$ cat src/rtl/gpio_input_distributor.sv
`default_nettype none
// ============================================================================
// Module   : gpio_input_distributor
// Purpose  : Input side of the GPIO block. Brings the asynchronous pin levels
//            into the clock domain (optional 2-flop synchroniser per pin),
//            applies a programmable glitch filter, records sticky rise/fall
//            events and fans the filtered pin vector out to every PIO core.
//            Each core may freeze its own copy of the pins.
// Revision : 1.0 - initial release
// ----------------------------------------------------------------------------
// Ports
//   clk            system clock
//   rst_n          asynchronous active-low reset, released synchronously
//   gpio_input     raw asynchronous pin levels
//   sync_bypass    per pin, 1 = take the raw pin instead of the synchroniser
//   filter_cycles  glitch-filter length in cycles, 0 = filter disabled
//   core_input_en  per core, 1 = view tracks pin_value, 0 = view frozen
//   edge_clear     write-1-to-clear for rise_flag / fall_flag
//   pin_value      filtered pin levels
//   core_input     per-core registered copy of pin_value
//   rise_flag      sticky 0->1 events seen on pin_value
//   fall_flag      sticky 1->0 events seen on pin_value
// ============================================================================
module gpio_input_distributor #(
  parameter int NUM_PINS  = 32,
  parameter int NUM_CORES = 4,
  parameter int FILTER_W  = 4
) (
  input  logic                 clk,
  input  logic                 rst_n,
  input  logic [NUM_PINS-1:0]  gpio_input,
  input  logic [NUM_PINS-1:0]  sync_bypass,
  input  logic [FILTER_W-1:0]  filter_cycles,
  input  logic [NUM_CORES-1:0] core_input_en,
  input  logic [NUM_PINS-1:0]  edge_clear,
  output logic [NUM_PINS-1:0]  pin_value,
  output logic [NUM_PINS-1:0]  core_input [NUM_CORES-1:0],
  output logic [NUM_PINS-1:0]  rise_flag,
  output logic [NUM_PINS-1:0]  fall_flag
);

  localparam logic [FILTER_W-1:0] c_CNT_ZERO = '0;
  localparam logic [FILTER_W-1:0] c_CNT_ONE  = {{(FILTER_W-1){1'b0}}, 1'b1};

  // --------------------------------------------------------------------------
  // Registers
  // --------------------------------------------------------------------------
  logic [NUM_PINS-1:0] r_sync1;
  logic [NUM_PINS-1:0] r_sync2;
  logic [FILTER_W-1:0] r_cnt [NUM_PINS];
  logic [NUM_PINS-1:0] r_pin_value;
  logic [NUM_PINS-1:0] r_pv_d;
  logic [FILTER_W-1:0] r_fc_d;
  logic [NUM_PINS-1:0] r_rise;
  logic [NUM_PINS-1:0] r_fall;
  logic [NUM_PINS-1:0] r_core [NUM_CORES];

  // --------------------------------------------------------------------------
  // Combinational signals
  // --------------------------------------------------------------------------
  logic [NUM_PINS-1:0] w_src;
  logic                w_fc_changed;
  logic                w_filter_off;
  logic [FILTER_W-1:0] w_cnt_limit;
  logic [NUM_PINS-1:0] w_pv_next;
  logic [FILTER_W-1:0] w_cnt_next [NUM_PINS];
  logic [NUM_PINS-1:0] w_rise_evt;
  logic [NUM_PINS-1:0] w_fall_evt;

  // --------------------------------------------------------------------------
  // Two-flop synchroniser. The bypass select is purely combinational so a
  // pin can be switched between raw and synchronised at any time.
  // --------------------------------------------------------------------------
  always_ff @(posedge clk or negedge rst_n) begin
    if (!rst_n) begin
      r_sync1 <= '0;
      r_sync2 <= '0;
    end else begin
      r_sync1 <= gpio_input;
      r_sync2 <= r_sync1;
    end
  end

  assign w_src = (sync_bypass & gpio_input) | (~sync_bypass & r_sync2);

  // --------------------------------------------------------------------------
  // Glitch filter
  // A pin accepts a new level only after src has disagreed with pin_value on
  // N consecutive cycles; the counter therefore tops out at N-1 and the
  // accepting cycle is the one where it already holds N-1. A change of
  // filter_cycles restarts every counter and freezes pin_value for that
  // cycle so no pin is judged against a half-old, half-new threshold.
  // --------------------------------------------------------------------------
  assign w_fc_changed = (filter_cycles != r_fc_d);
  assign w_filter_off = (filter_cycles == c_CNT_ZERO);
  assign w_cnt_limit  = filter_cycles - c_CNT_ONE;

  always_comb begin
    w_pv_next = r_pin_value;
    for (int i = 0; i < NUM_PINS; i++) begin
      w_cnt_next[i] = r_cnt[i];
    end

    for (int i = 0; i < NUM_PINS; i++) begin
      if (w_fc_changed) begin
        w_cnt_next[i] = c_CNT_ZERO;
      end else if (w_filter_off) begin
        w_pv_next[i]  = w_src[i];
        w_cnt_next[i] = c_CNT_ZERO;
      end else if (w_src[i] == r_pin_value[i]) begin
        w_cnt_next[i] = c_CNT_ZERO;
      end else if (r_cnt[i] == w_cnt_limit) begin
        w_pv_next[i]  = w_src[i];
        w_cnt_next[i] = c_CNT_ZERO;
      end else begin
        w_cnt_next[i] = r_cnt[i] + c_CNT_ONE;
      end
    end
  end

  always_ff @(posedge clk or negedge rst_n) begin
    if (!rst_n) begin
      r_pin_value <= '0;
      r_fc_d      <= '0;
      for (int i = 0; i < NUM_PINS; i++) begin
        r_cnt[i] <= '0;
      end
    end else begin
      r_pin_value <= w_pv_next;
      r_fc_d      <= filter_cycles;
      for (int i = 0; i < NUM_PINS; i++) begin
        r_cnt[i] <= w_cnt_next[i];
      end
    end
  end

  // --------------------------------------------------------------------------
  // Sticky edge flags. pv_d and pin_value both reset to 0, so the first
  // cycle after reset cannot produce a spurious event. The event term is
  // OR-ed after the clear mask so a same-cycle event beats the clear.
  // --------------------------------------------------------------------------
  assign w_rise_evt =  r_pin_value & ~r_pv_d;
  assign w_fall_evt = ~r_pin_value &  r_pv_d;

  always_ff @(posedge clk or negedge rst_n) begin
    if (!rst_n) begin
      r_pv_d <= '0;
      r_rise <= '0;
      r_fall <= '0;
    end else begin
      r_pv_d <= r_pin_value;
      r_rise <= w_rise_evt | (r_rise & ~edge_clear);
      r_fall <= w_fall_evt | (r_fall & ~edge_clear);
    end
  end

  // --------------------------------------------------------------------------
  // Per-core views. Every enabled core takes the same pin_value; a disabled
  // core simply stops loading and keeps its last snapshot.
  // --------------------------------------------------------------------------
  generate
    for (genvar c = 0; c < NUM_CORES; c++) begin : g_core
      always_ff @(posedge clk or negedge rst_n) begin
        if (!rst_n) begin
          r_core[c] <= '0;
        end else if (core_input_en[c]) begin
          r_core[c] <= r_pin_value;
        end
      end

      assign core_input[c] = r_core[c];
    end
  endgenerate

  assign pin_value = r_pin_value;
  assign rise_flag = r_rise;
  assign fall_flag = r_fall;

endmodule
`default_nettype wire

$ cat config.mk
export PLATFORM = sky130hd
export DESIGN_NAME = gpio_input_distributor
export DESIGN_NICKNAME = d
export VERILOG_FILES = /design/src/rtl/gpio_input_distributor.sv
export SDC_FILE = /design/constraint.sdc
export NUM_CORES = 1
export LEC_CHECK = 0
export BUFFER_PORTS_ARGS = -buffer_cell sky130_fd_sc_hd__buf_2
export CORE_MARGIN = 1
export CORE_UTILIZATION = 45
export CTS_BUF_LIST = sky130_fd_sc_hd__clkbuf_4
export CTS_CLUSTER_SIZE = 28
export DETAILED_ROUTE_END_ITERATION = 8
export PLACE_DENSITY_LB_ADDON = 0.08
export RECOVER_POWER = 25
export SLEW_MARGIN = 40
export SYNTH_ARGS = -nofsm -noshare
export SYNTH_HDL_FRONTEND = slang
export SYNTH_SLANG_ARGS = --single-unit
$ cat constraint.sdc
create_clock -name clk -period 2.7 [get_ports clk]
set_input_delay 0.135 -clock clk [delete_from_list [all_inputs] [get_ports clk]]
set_output_delay 0.135 -clock clk [all_outputs]
set_load 0.02 [all_outputs]
---- Word level (Yosys, flattened, before mapping) ----
Cells that the tools add are included.
word-level totals
  output and inout bits ................... 224
  logic and storage cells ................. 507
  bits in registers ....................... 452
operators by class
  bitwise logic cells ..................... 14
  eq/ne operators ......................... 97
  reduce and logical (&&, ||, !) cells .... 65
  add/subtract/negate cells ............... 33
  multiplexer cells ....................... 224
operators by type and width
  operator                                           count
  2-to-1 mux 4 bit                                   128
  AND 32 bit                                         6
  adder 4 x 1 -> 4 bit (second input constant)       32
  equality test 4 bit                                32
  inverter 32 bit                                    4
  2-to-1 mux 1 bit                                   96
  OR 32 bit                                          3
  AND reduction 3 bit                                32
  inequality test 2 bit (second input constant)      32
  nonzero test 2 bit                                 32
  equality test 1 bit                                32
  zero test 4 bit                                    1
  inequality test 4 bit                              1
  subtractor 4 x 1 -> 4 bit (second input constant)  1
  inverter 1 bit                                     1

---- Depth between registers and ports, before layout ----
  word-level depth ........................ 7
  mapped depth ............................ 11

---- Worst setup path after synthesis ----
Ideal clock, no wire load.
  path kind ............................... input port to flip-flop
  start ................................... input filter_cycles[0]
  end ..................................... register r_pin_value[31] (netlist: pin_value[31])
  stages .................................. 10
  setup slack ............................. 538 ps
  path buffers ............................ 4
  data arrival time ....................... 2093 ps
  setup time .............................. 69 ps
  cells stage by stage .................... buf_4 buf_2 inv_1 ha_1 buf_2 buf_2 xor2_1 nand3_1 or4b_1 nand3_1
on the way
  cells in the longest elaborated chain, start to end .. 4
ends and longest elaborated chain
  item                           RTL line  text
  from (decl)                    33        input logic [FILTER_W-1:0] filter_cycles,
  subtractor 4 x 1 -> 4 bit      96        assign w_cnt_limit = filter_cycles - c_CNT_ONE;
  equality test 4 bit            112       end else if (r_cnt[i] == w_cnt_limit) begin
  nonzero test 2 bit (no line)   -
  AND reduction 3 bit (no line)  -
  to (signal assigned)           129       r_pin_value <= w_pv_next;
  to (decl)                      51        logic [NUM_PINS-1:0] r_pin_value;
Several ways; a longest one is shown, not always the timed one.
A chain may end at the register's enable or synchronous reset.

---- Worst setup path in the final report ----
  start ................................... register r_fc_d[1]
  end ..................................... register r_pin_value[5] (netlist: pin_value[5])
on the way
  cells in the longest elaborated chain, start to end .. 3
ends and longest elaborated chain
  item                           RTL line  text
  from (decl)                    53        logic [FILTER_W-1:0] r_fc_d;
  from (signal assigned)         130       r_fc_d <= filter_cycles;
  inequality test 4 bit          94        assign w_fc_changed = (filter_cycles != r_fc_d);
  inverter 1 bit (no line)       -
  AND reduction 3 bit (no line)  -
No other way between the ends.

==> results.py <==
metrics = {
    "clocking": {
        "numClockSinks": 452,
        "htree_levels": 3,
        "clkLatencyLatePin_ps": 830,
        "worst_setup_hold_path_clk_slew_ps": 60,
        "cts_tree": "built",
        "cts-resized-gates": 0,
        "cts_root_buffer": "sky130_fd_sc_hd__clkbuf_4",
        "cts_inserted_buffers": 120,
        "clock_buffer_depth": 3,
    },
    "setup_path": {
        "r2r_end": "pin_value[5]",
        "reg2reg_setup_slack_ps": 240,
        "cp_max_fo": 51,
        "crit_path_top_delay_cell": "sky130_fd_sc_hd__dlygate4sd3_1",
        "worstSetupStartpoint": "r_fc_d[1]",
        "r2r.worst_path.cells": 6,
        "critPathCapture": "pin_value[5]",
        "worstSetupEndpointType": "register",
        "timing.rr.start": "r_fc_d[1]",
        "worst_path_largest_cell_delay_ps": 550,
        "critPathLaunchType": "register",
        "cp_class": "reg2reg",
        "path_cells": "xor2_1 > nor4_4 > buf_12 > or4b_1 > nand3_1 > dlygate4sd3_1",
        "cp.required_ps": 3450,
        "worst-endpoint-arrival_ps": 3210,
    },
    "grt": {
        "grt_first_pass_wirelength_um": 75300,
        "groute.usage.overall_pct": 21.5,
        "pin_count_of_the_biggest_net_entering_global_routing": 56,
        "global_route.overflow_total": 0,
        "first_global_vias": 14132,
        "number_of_antenna_violations_at_the_first_check_in_global_routing": 2,
    },
    "power_and_ir_drop": {
        "total_leakage_power_nw": 11.0,
        "irDropWorstVdd_uv": 368,
        "power-per-cell-area_nw_per_um2": 572,
    },
    "sta": {
        "fin_setup_tns_ps": 0,
        "drv_slew": 0,
        "tightest_slew_ps": 1280,
        "final-hold-violation-count": 0,
        "maxClockFrequency_mhz": 406,
        "min_period_over_period_pct": 91.2,
        "worst_slew_margin_rel_pct": 14.4,
        "rsz0062_at_grt": "false",
        "setup_viol": 0,
        "clock_skew_ps": 21.2,
        "period_needed_ps": 2460,
    },
    "outcome": {
        "run_status": "finished clean",
    },
    "routing": {
        "remaining_drc_errors": 0,
        "post_drt_wl_per_cell_um": 16.8,
        "ant_nets": 0,
        "via_count": 13512,
        "detail_route.first_pass.iterations": 4,
        "dr.first_iter.drc_count": 532,
        "drt_wl_total_um": 46400,
        "routed_via_density": 4.90,
    },
    "hold_path": {
        "min_delay_worst_type": "in2reg",
        "worst_hold_path.num_cells": 4,
    },
    "floorplanning": {
        "pin_count": 330,
        "die_width_um": 212,
        "floorplan.initialDensity_pct": 45.9,
        "std_cell_rows": 76,
        "die_h_um": 212,
        "fp.dieArea_sq_um": 45000,
        "core_region_area_sq_um": 43300,
    },
    "yosys": {
        "sequential_fraction_of_the_synthesis_area_pct": 57.0,
        "synth.net_count": 1688,
        "mappedNetlistArea_sq_um": 19900,
        "synth.yosys.warnings": 0,
        "area_leader_netlist": "sky130_fd_sc_hd__dfrtp_1",
        "synth_top_area_share_pct": 57.0,
        "total_of_flip_flops_plus_latches_after_synthesis": 452,
        "synthesis.instances": 1548,
        "ys_top_cells_by_area": "sky130_fd_sc_hd__dfrtp_1 (57%), sky130_fd_sc_hd__mux2_2 (7.3%), sky130_fd_sc_hd__xnor2_1 (5.6%), sky130_fd_sc_hd__xor2_1 (4.5%), sky130_fd_sc_hd__xnor3_1 (3.6%)",
        "synth_area_per_cell_sq_um": 12.8,
        "yosys.cell_types.count": 24,
    },
    "final_layout": {
        "design_area_sq_um": 25200,
        "design.final.nets": 2223,
        "fin_util_pct": 58.3,
        "area_growth_syn_to_layout_pct": 27.0,
        "post_route_cells_drive_above_1_share_pct": 30.0,
        "fillerInstances": 3754,
        "final_common_cell": "sky130_fd_sc_hd__dfrtp_1",
        "final_cell_mix": "sky130_fd_sc_hd__dfrtp_1 (452), sky130_fd_sc_hd__buf_2 (303), sky130_fd_sc_hd__clkbuf_4 (184), sky130_fd_sc_hd__nor2_1 (160), sky130_fd_sc_hd__dlygate4sd3_1 (145)",
    },
    "job": {
        "maxCapViolations": 0,
    },
    "placement": {
        "place.port_buffers": 329,
        "placement.cell_area_sq_um": 22300,
        "finalWeightedCongestion": 0.750,
        "place_hpwl_um": 28700,
    },
}
==> routing by layer <==
layer  global-route usage [%]  routed length, um
met2                     34.5              21900
met5                        0                  0
met1                     28.8              21500
met3                     5.42               2300
met4                     6.30                641
==> registers in the layout (all words and copies together), names as in the netlist, 32 cells and up <==
signal / flops
pin_value: 32
core_input: 128
r_sync1: 32
r_pv_d: 32
fall_flag: 32
r_cnt: 128
rise_flag: 32
r_sync2: 32
==> what timing repair did <==
item | in CTS | in global routing
hold buffers | 146 | 0
setup buffers | 0 | 0
hold endpoints to repair | 773 | 0
endpoints found under the setup margin | 0 | 0
==> cell usage after synthesis (all sizes together) <==
library cell,number
o2111ai,32
o211ai,32
o2bb2ai,32
nand3,96
or4b,31
ha,34
buf,41
nor3,1
xnor3,32
nor4,1
inv,98
or3b,1
mux2,128
nand4bb,1
a22o,32
nor2,160
xnor2,127
dfrtp,452
mux2i,64
clkbuf,51
xor2,102
==> cells by family after synthesis <==
family / Yosys count / share of synthesized area, %
adders and majority gates: 34 / 2.14
muxes: 192 / 10.5
DFF: 452 / 57.0
and+or+nand+nor: 291 / 7.30
buffers and inverters: 190 / 3.94
xor gates and xnor gates: 261 / 13.7
AOI/OAI and AO/OA: 128 / 5.44
==> power by group <==
part	total, mW	switching, mW	internal (mW)
logic	1.38	0.756	0.621
clock network	6.04	2.72	3.32
registers	7.00	0.0891	6.91
total	14.4	3.57	10.8
==> worst max-delay path, delay by kind of cell, from the launching register on <==
| kind | cells | cell delay (ps) |
|---|---|---|
| buffers and inverters | 2 | 870 |
| DFF | 1 | 370 |
| and+or+nand+nor | 3 | 980 |
| xor gates and xnor gates | 1 | 170 |
==> area by class of cell <==
cell class	instances	area [sq um]	share of cell area, %
Clock buffer	182	1370	5.42
Sequential cell	452	11300	44.9
Inverter	98	368	1.46
Clock inverter	26	181	0.720
Multi-Input combinational cell	906	7770	30.8
Timing Repair Buffer	505	3470	13.8
Antenna cell	5	12.5	0.0496
Tap cell	585	732	2.90
==> metrics by stage <==
stage	total power, mW	instances	hold slack [ps]	setup WS [ps]
detailed placement	8.37	2400	154	695
floorplan	7.84	1548	-161	538
global placement	8.35	2400	147	749
finish	14.4	2759	110	238
global route	15.2	2758	15.1	74.8
CTS	14.7	2754	2.38	223
==> worst min-delay path by stage <==
stage	to	start
after global routing	fall_flag[1]	edge_clear[1]
after floorplan	core_input[0]	rst_n
after CTS	fall_flag[12]	edge_clear[12]
after global placement	core_input[10]	rst_n
after detailed placement	core_input[10]	rst_n
final	fall_flag[29]	edge_clear[29]
No activity file was read; power rests on OpenSTA's default activity.
